==> config.mk <==
export PLATFORM = sky130hd
export DESIGN_NAME = cpu_sequencer
export DESIGN_NICKNAME = d
export VERILOG_FILES = /design/src/rtl/cpu_pkg.sv /design/src/rtl/cpu_sequencer.sv
export SDC_FILE = /design/constraint.sdc
export NUM_CORES = 1
export LEC_CHECK = 0
export CORE_MARGIN = 4
export CORE_UTILIZATION = 55
export CTS_BUF_LIST = sky130_fd_sc_hd__clkbuf_4
export DETAILED_ROUTE_END_ITERATION = 8
export DONT_BUFFER_PORTS = 1
export PLACE_DENSITY = 0.72
export SLEW_MARGIN = 20
export SYNTH_ARGS = -nofsm -noshare
export SYNTH_HDL_FRONTEND = slang
export SYNTH_SLANG_ARGS = --single-unit
export TNS_END_PERCENT = 50
==> constraint.sdc <==
create_clock -name clk -period 2.35 [get_ports clk]
set_input_delay 0.705 -clock clk [delete_from_list [all_inputs] [get_ports clk]]
set_output_delay 0.705 -clock clk [all_outputs]
set_load 0.05 [all_outputs]
==> src/rtl/cpu_pkg.sv <==
// Shared CPU definitions: opcodes, sequencer states, fault codes and instruction field extraction.
// Imported by the sequencer, the datapath and the instruction memory.
package cpu_pkg;

    localparam logic [5:0] OP_ALU   = 6'h00;
    localparam logic [5:0] OP_LOAD  = 6'h04;
    localparam logic [5:0] OP_STORE = 6'h05;
    localparam logic [5:0] OP_HALT  = 6'h3F;

    typedef enum logic [2:0] {
        S_IDLE,
        S_FETCH,
        S_DECODE,
        S_EXEC,
        S_MEM,
        S_WB,
        S_PAUSE,
        S_HALT
    } seq_state_t;

    typedef enum logic [1:0] {
        FAULT_NONE    = 2'd0,
        FAULT_ILLEGAL = 2'd1,
        FAULT_TIMEOUT = 2'd2
    } fault_t;

    function automatic logic [5:0] get_op(input logic [31:0] ir);
        return ir[5:0];
    endfunction

    function automatic logic [4:0] get_rd(input logic [31:0] ir);
        return ir[12:8];
    endfunction

    function automatic logic [4:0] get_addr(input logic [31:0] ir);
        return ir[17:13];
    endfunction

    function automatic logic [4:0] get_rt(input logic [31:0] ir);
        return ir[22:18];
    endfunction

endpackage

==> src/rtl/cpu_sequencer.sv <==
// Multi-cycle control sequencer: owns PC and IR and steps each instruction through
// fetch/decode/execute/memory/write-back, driving datapath enables and the data-memory handshake.
module cpu_sequencer
    import cpu_pkg::*;
#(
    parameter int                  PC_WIDTH    = 8,
    parameter logic [PC_WIDTH-1:0] RESET_PC    = '0,
    parameter int                  MEM_TIMEOUT = 15
) (
    input  logic                clk,
    input  logic                rst,
    input  logic                start,
    input  logic                step_mode,
    input  logic [31:0]         instr,
    input  logic                mem_ack,
    output logic [PC_WIDTH-1:0] pc,
    output logic [31:0]         ir,
    output logic                alu_en,
    output logic                rf_we,
    output logic                rf_wsel,
    output logic                mem_req,
    output logic                mem_we,
    output logic                busy,
    output logic                halted,
    output logic [1:0]          fault
);

    localparam logic [7:0] TIMEOUT_CNT = 8'(MEM_TIMEOUT);

    seq_state_t          r_state;
    seq_state_t          w_next_state;
    seq_state_t          w_retire_state;
    logic [PC_WIDTH-1:0] r_pc;
    logic [31:0]         r_ir;
    logic [7:0]          r_wait;
    fault_t              r_fault;
    fault_t              w_fault_set;
    logic [5:0]          w_op;

    assign w_op           = get_op(r_ir);
    assign w_retire_state = step_mode ? S_PAUSE : S_FETCH;

    always_comb begin
        // NOTE: every signal written here gets a default first so no path infers a latch.
        w_next_state = r_state;
        w_fault_set  = FAULT_NONE;
        case (r_state)
            S_IDLE:   if (start) w_next_state = S_FETCH;
            S_FETCH:  w_next_state = S_DECODE;
            S_DECODE: begin
                case (w_op)
                    OP_ALU:            w_next_state = S_EXEC;
                    OP_LOAD, OP_STORE: w_next_state = S_MEM;
                    OP_HALT:           w_next_state = S_HALT;
                    default: begin
                        w_next_state = S_HALT;
                        w_fault_set  = FAULT_ILLEGAL;
                    end
                endcase
            end
            S_EXEC:   w_next_state = S_WB;
            S_MEM: begin
                // An ack in the final allowed cycle still completes the access.
                if (mem_ack) begin
                    w_next_state = (w_op == OP_LOAD) ? S_WB : w_retire_state;
                end else if (r_wait == TIMEOUT_CNT) begin
                    w_next_state = S_HALT;
                    w_fault_set  = FAULT_TIMEOUT;
                end
            end
            S_WB:     w_next_state = w_retire_state;
            S_PAUSE:  if (start) w_next_state = S_FETCH;
            S_HALT:   w_next_state = S_HALT;
            default:  w_next_state = S_IDLE;
        endcase
    end

    always_ff @(posedge clk or posedge rst) begin
        if (rst) begin
            r_state <= S_IDLE;
            r_pc    <= RESET_PC;
            r_ir    <= '0;
            r_wait  <= '0;
            r_fault <= FAULT_NONE;
        end else begin
            // NOTE: non-blocking assignments so every register samples pre-edge values.
            r_state <= w_next_state;
            if (r_state == S_FETCH) begin
                r_ir <= instr;
                r_pc <= r_pc + PC_WIDTH'(1);
            end
            // Counter rests at zero outside MEM, so each access starts from a clean count.
            r_wait <= (r_state == S_MEM) ? r_wait + 8'd1 : 8'd0;
            if (r_fault == FAULT_NONE && w_fault_set != FAULT_NONE) begin
                r_fault <= w_fault_set;
            end
        end
    end

    assign pc      = r_pc;
    assign ir      = r_ir;
    assign fault   = r_fault;
    assign alu_en  = (r_state == S_EXEC);
    assign rf_we   = (r_state == S_WB);
    assign rf_wsel = (r_state == S_WB) && (w_op == OP_LOAD);
    assign mem_req = (r_state == S_MEM);
    assign mem_we  = (r_state == S_MEM) && (w_op == OP_STORE);
    assign busy    = !(r_state inside {S_IDLE, S_PAUSE, S_HALT});
    assign halted  = (r_state == S_HALT);

endmodule

==> results of run 1 <==
==> final cells by class <==
class	instances	area share [%]
clock inverters	1	0.195
flip-flops and latches	53	51.7
multi-input cells	112	35.7
well taps	50	2.44
inverters	5	0.731
clock buffers	5	1.46
repair buffers	21	7.75
==> critical path: stages (launching register included) <==
cell and delay, ns:
dfrtp_1 0.43, nor4_4 0.32, nand2_2 0.14, nor4_4 0.22, buf_12 0.18
==> logic make-up (layout without fill, tap and decap cells) <==
kind of cell / Yosys count / after routing / share of synthesized area, %
multiplexers: 33 / 33 / 16.3
AO/OA/AOI/OAI: 19 / 19 / 5.75
XOR/XNOR: 13 / 13 / 4.98
AND/OR/NAND/NOR: 45 / 45 / 10.7
flip-flops: 53 / 53 / 58.0
adder cells (fa/ha/maj): 2 / 2 / 1.09
buffers and inverters: 13 / 32 / 3.17
==> stage by stage <==
step / setup slack [ns] / util [%]
4_1_cts: -0.0452 / 64.0
2_1_floorplan: -0.112 / -
3_5_place_dp: 0.239 / 62.5
3_3_place_gp: 0.294 / 62.5
5_1_grt: -0.121 / 64.2
6_report: -0.00752 / 64.2
==> synthesized netlist by cell type (all sizes together) (3+ instances only) <==
library cell   n
dfrtp         53
buf            6
inv            5
nor2          13
nor4           4
o21ai          4
nor2b          3
xnor2          8
nand4          3
nand2          8
mux2          33
xor2           5
nand3          5
==> path summary, 6_finish.rpt <==
check / startpoint / endpoint / slack [ns] / depth (start not counted)
setup / recovery: ir[4] / rf_wsel / -0.008 / 4
setup reg to reg: ir[4] / r_state[1] / 0.56 / 6
max in group asynchronous: rst / ir[17] / 1.56 / 2
hold / removal: rst / ir[12] / 0.25 / 1
hold reg to reg: r_wait[0] / r_wait[0] / 0.48 / 1
min in group clk: instr[0] / ir[0] / 0.46 / 2
==> registers in the layout (all words and copies together) (netlist names) <==
name / count
ir: 32
r_wait: 8
r_state: 3
pc: 8
fault: 2
==> timing repair <==
item | CTS | global route
endpoints found under the setup margin | 3 | 3
hold buffers | 0 | 0
setup buffers | 2 | 0
pin swaps | 3 | 0
gates resized for setup | 1 | 2
==> routing by layer <==
metal / routed length (um) / vias up / part of all wire [%] / GRT usage, %
li1: - / 665 / - / -
met1: 1770 / 696 / 39 / 22.3
met2: 2280 / 57 / 50 / 29.7
met3: 418 / 7 / 9.3 / 8.73
met4: 57 / 0 / 1.3 / 5.94
met5: 0 / - / 0 / 0
==> summary.txt, run 1 <==
Timing
  • Crit share post-route: 100%
  • Slew headroom: between 60% and 70%
  • RSZ-0062 raised after global routing: yes
  • Max-slew violations: 0
  • TNS Setup: -0.00752 ns
  • Final setup fails: 1
  • Worst slew pin tran: 0.587 ns
  • Worst setup margin: -0.00752 ns
  • Fin crit period: 2.36 ns
  • Hold Slack: 0.245 ns
  • Worst Skew: 0.0171 ns
  • Maximum clock rate: 424 MHz
  • Final hold violations: 0

Outcome
  • Outcome: complete, but fails checks
  • Failing checks: setup timing

Synthesis
  • Yosys top cell by area: dfrtp_1
  • Syn_nets: 217
  • Top-area cell type share of the netlist area: 58.0%
  • Synth warn: 0
  • Synthesized area: around 0.0023 sq mm
  • EDFF count, synth: 0
  • Cells after Synth: 178
  • Async set-reset flop share out of synthesis: 100%
  • Syn_area_per_cell: 12.8 sq um
  • Primary FF master, synth: dfrtp_1
  • Seq/Total Area, Yosys: 58.0%
  • Netlist cell types: 37
  • Main area contributors after synthesis: dfrtp_1 58%, mux2_2 16%, xnor2_1 3.1%
  • Flops & latches, synth: between 50 and 60

Finish
  • Area of the multi-input gates: 917 sq um
  • Fillcell total: 318
  • Area Growth Syn to Fin: 12.3%
  • Fin nets: about 240
  • Register Area: 0.00133 sq mm
  • Antenna diodes: 0
  • Fin cells: 247
  • Share of cells above drive strength 1: 36.0%
  • Most frequent cells in the layout: 53 x dfrtp_1, 33 x mux2_2, 17 x buf_4
  • Commonest non-fill, non-tap cell in the layout: dfrtp_1
  • Final Cell Area: 0.00257 sq mm

Die
  • Total core area: between 0.004 and 0.005 sq mm
  • Row count: 23
  • Die W: between 70 and 80 um
  • Effective utilization at floorplan: 57.1%
  • Boundary pin count: 86
  • Die height: 72.5 um
  • Area of the die: approximately 0.0053 sq mm

Clock network
  • CTS buffer count: 5
  • CTS Sinks: 53
  • Clk buf depth: 2
  • Worst-skew pair later-pin latency: about 0.36 ns
  • CTS Root Cell: clkbuf_4
  • H-Tree Level Count: 2
  • CTS tree: yes
  • CTS clock-pin slew for the worst setup and hold paths: approximately 0.14 ns

GRT
  • First-pass GRT wire length: 7490 um
  • Vias in the first global route: 1526
  • Initial antenna violation count: 0
  • All-layer global routing usage: approximately 19%
  • GR Overflow Total: 0
  • Largest net degree at the start of global routing: 30

Setup path
  • Critical path peak fanout: 3
  • CP Class: flop to primary output
  • CP startpoint kind: flop
  • Worst path required time: 1.64 ns
  • Crit end category: primary output
  • CP Data Arrival Time: 1.65 ns

Worst hold path
  • Worst Hold Class: input port to asynchronous set/reset pin

Routing
  • Residual DRC: 0
  • ANT nets after route: 0
  • WL/cell: 18.3 um
  • Vias per cell: 5.77
  • First-pass DRT Iterations: 4
  • Via count: 1425
  • Starting DRT DRC Count: 60
  • Total Wirelength: approximately 4500 um

Place
  • IO buf count: 0
  • Placed cells: 239
  • Routability Congestion: between 0.9 and 1
  • DP HPWL: 3460 um
  • Placed cell areas: 0.00250 sq mm

Run
  • MaxCap Viol Count: 0
Power of run 1 is left out: the tool's default activity adds up to more than one toggle a clock period on the data nets, which glitch-free logic cannot reach.
==> inputs of run 2 (changes only) <==
--- a/config.mk
+++ b/config.mk
@@ -11,6 +11,7 @@
 export DETAILED_ROUTE_END_ITERATION = 8
 export DONT_BUFFER_PORTS = 1
 export PLACE_DENSITY = 0.72
+export SKIP_LAST_GASP = 1
 export SLEW_MARGIN = 20
 export SYNTH_ARGS = -nofsm -noshare
 export SYNTH_HDL_FRONTEND = slang
==> run 2 against run 1 <==
Effect of this change: the run still ends with setup timing left; clock skew is essentially flat; global-route usage is the same; non-clock buffer count is the same; design area shrank 0.24%; via count shrank 0.42%; setup slack is essentially flat.
==> summary.txt, run 2 (synthesis results as in run 1) <==
Outcome
  • Outcome: complete, but fails checks
  • Failing checks: setup timing

Run
  • MaxCap Viol Count: 0 (unchanged)

Clock network
  • Clk buf depth: 2 (unchanged)
  • Hold_buf cts: 0 (unchanged)
  • H-Tree Level Count: 2 (unchanged)
  • CTS Sinks: 53 (unchanged)
  • CTS buffer count: 5 (unchanged)
  • CTS clock-pin slew for the worst setup and hold paths: 0.14 ns (about the same)
  • CTS tree: yes
  • Worst-skew pair later-pin latency: 0.36 ns (about the same)
  • CTS Root Cell: clkbuf_4

Die
  • Row count: 23 (unchanged)
  • Boundary pin count: 86 (unchanged)
  • Die height: 72.5 um (unchanged)
  • Effective utilization at floorplan: 57.1% (unchanged)
  • Total core area: 0.00400 sq mm (unchanged)
  • Area of the die: 0.00525 sq mm (unchanged)
  • Die W: 72.5 um (unchanged)

Setup path
  • Critical path peak fanout: 3 (unchanged)
  • CP startpoint kind: flop
  • Worst path required time: 1.64 ns (about the same)
  • CP Class: flop to primary output
  • Crit end category: primary output
  • CP Data Arrival Time: 1.65 ns (about the same)

Routing
  • Total Wirelength: 4520 um (about the same)
  • Vias per cell: 5.74 (-0.42%)
  • First-pass DRT Iterations: 4 (unchanged)
  • ANT nets after route: 0 (unchanged)
  • Residual DRC: 0 (unchanged)
  • Starting DRT DRC Count: 58 (-3.3%)
  • Via count: 1419 (-0.42%)
  • WL/cell: 18.3 um (about the same)

Timing
  • Worst Skew: 0.0171 ns (-0.0000208 ns)
  • Final setup fails: 1 (unchanged)
  • Crit share post-route: 100% (about the same)
  • Worst slew pin tran: 0.587 ns (unchanged)
  • RSZ-0062 raised after global routing: yes
  • Maximum clock rate: 424 MHz (about the same)
  • Fin crit period: 2.36 ns (-0.000197 ns)
  • Final hold violations: 0 (unchanged)
  • Worst setup margin: -0.00732 ns (+0.000197 ns)
  • Hold Slack: 0.246 ns (+0.0000280 ns)
  • Max-slew violations: 0 (unchanged)
  • Slew headroom: 60.9% (unchanged)

Finish
  • Share of cells above drive strength 1: 35.5% (-0.51 points)
  • Register Area: 0.00133 sq mm (unchanged)
  • Core Util, Final: 64.0% (-0.16 points)
  • Max reg flops: 32 (unchanged)
  • Commonest non-fill, non-tap cell in the layout: dfrtp_1
  • Fin nets: 237 (unchanged)
  • Fillcell total: 320 (+0.63%)
  • Final Cell Area: 0.00256 sq mm (-0.24%)
  • Area Growth Syn to Fin: 12.0%
  • Area of the multi-input gates: 915 sq um (-0.27%)
  • Antenna diodes: 0 (unchanged)
  • Most frequent cells in the layout: 53 x dfrtp_1, 33 x mux2_2, 18 x buf_4

Place
  • DP HPWL: 3460 um (unchanged)
  • Placed cell areas: 0.00250 sq mm (unchanged)
  • Routability Congestion: 0.926 (unchanged)
  • IO buf count: 0 (unchanged)
  • Place WS: 0.239 ns (unchanged)

GRT
  • Largest net degree at the start of global routing: 30 (unchanged)
  • GR Overflow Total: 0 (unchanged)
  • Met3 Usage GRT: 8.73% (unchanged)
  • First-pass GRT wire length: 7490 um (unchanged)
  • GR Util met2: 29.7% (unchanged)
  • Vias in the first global route: 1526 (unchanged)
  • Initial antenna violation count: 0 (unchanged)
  • GRT busiest layer: met2
  • Met1 usage: 22.3% (unchanged)
  • All-layer global routing usage: 18.6% (unchanged)

Worst hold path
  • Worst Hold Class: input port to asynchronous set/reset pin
[run 2: cell count changes in the layout (fill, tap and decap cells not counted)]
cell	delta
nor2b_1	+1
buf_6	-1
nor2b_2	-1
buf_4	+1
[run 2: cell type report]
| class | instances | area share, % |
|---|---|---|
| repair buffers | 21 | 7.62 |
| well taps | 50 | 2.44 |
| clock inverters | 1 | 0.196 |
| clock buffers | 5 | 1.47 |
| inverters | 5 | 0.733 |
| flip-flops and latches | 53 | 51.8 |
| multi-input cells | 112 | 35.7 |
[run 2: through the flow]
stage / instances / TNS (ns)
3_3_place_gp: 239 / 0
4_1_cts: 247 / -0.0452
6_report: 247 / -0.00732
5_1_grt: 247 / -0.231
2_1_floorplan: 178 / -0.212
3_5_place_dp: 239 / 0
[run 2: routing by layer]
| layer | up-vias | wire (um) |
|---|---|---|
| met3 | 7 | 407 |
| li1 | 665 | - |
| met5 | - | 0 |
| met4 | 0 | 57 |
| met1 | 696 | 1770 |
| met2 | 51 | 2290 |
[run 2: timing repair]
item	4_1_cts	5_1_grt
gates cloned	0	0
buffers inserted	2	0
pin swaps	3	0
setup endpoints to repair	3	3
gates resized for setup	1	0
[run 2: path summary, 6_finish.rpt]
path | slack (ns) | cells past startpoint | startpoint | endpoint
min in group clk | 0.46 | 2 | instr[0] | ir[0]
worst max-delay path | -0.007 | 4 | ir[4] | rf_wsel
max in group asynchronous | 1.56 | 2 | rst | ir[17]
worst min register to register | 0.48 | 1 | r_wait[0] | r_wait[0]
worst min-delay path | 0.25 | 1 | rst | ir[12]
worst max register to register | 0.56 | 6 | ir[4] | r_state[0]
[run 2: worst max-delay path: stages, from the launching register on]
cell     delay (ns)
dfrtp_1        0.43
nor4_4         0.32
nand2_2        0.14
nor4_4         0.22
buf_12         0.18
Power of run 2 is left out for the same reason.
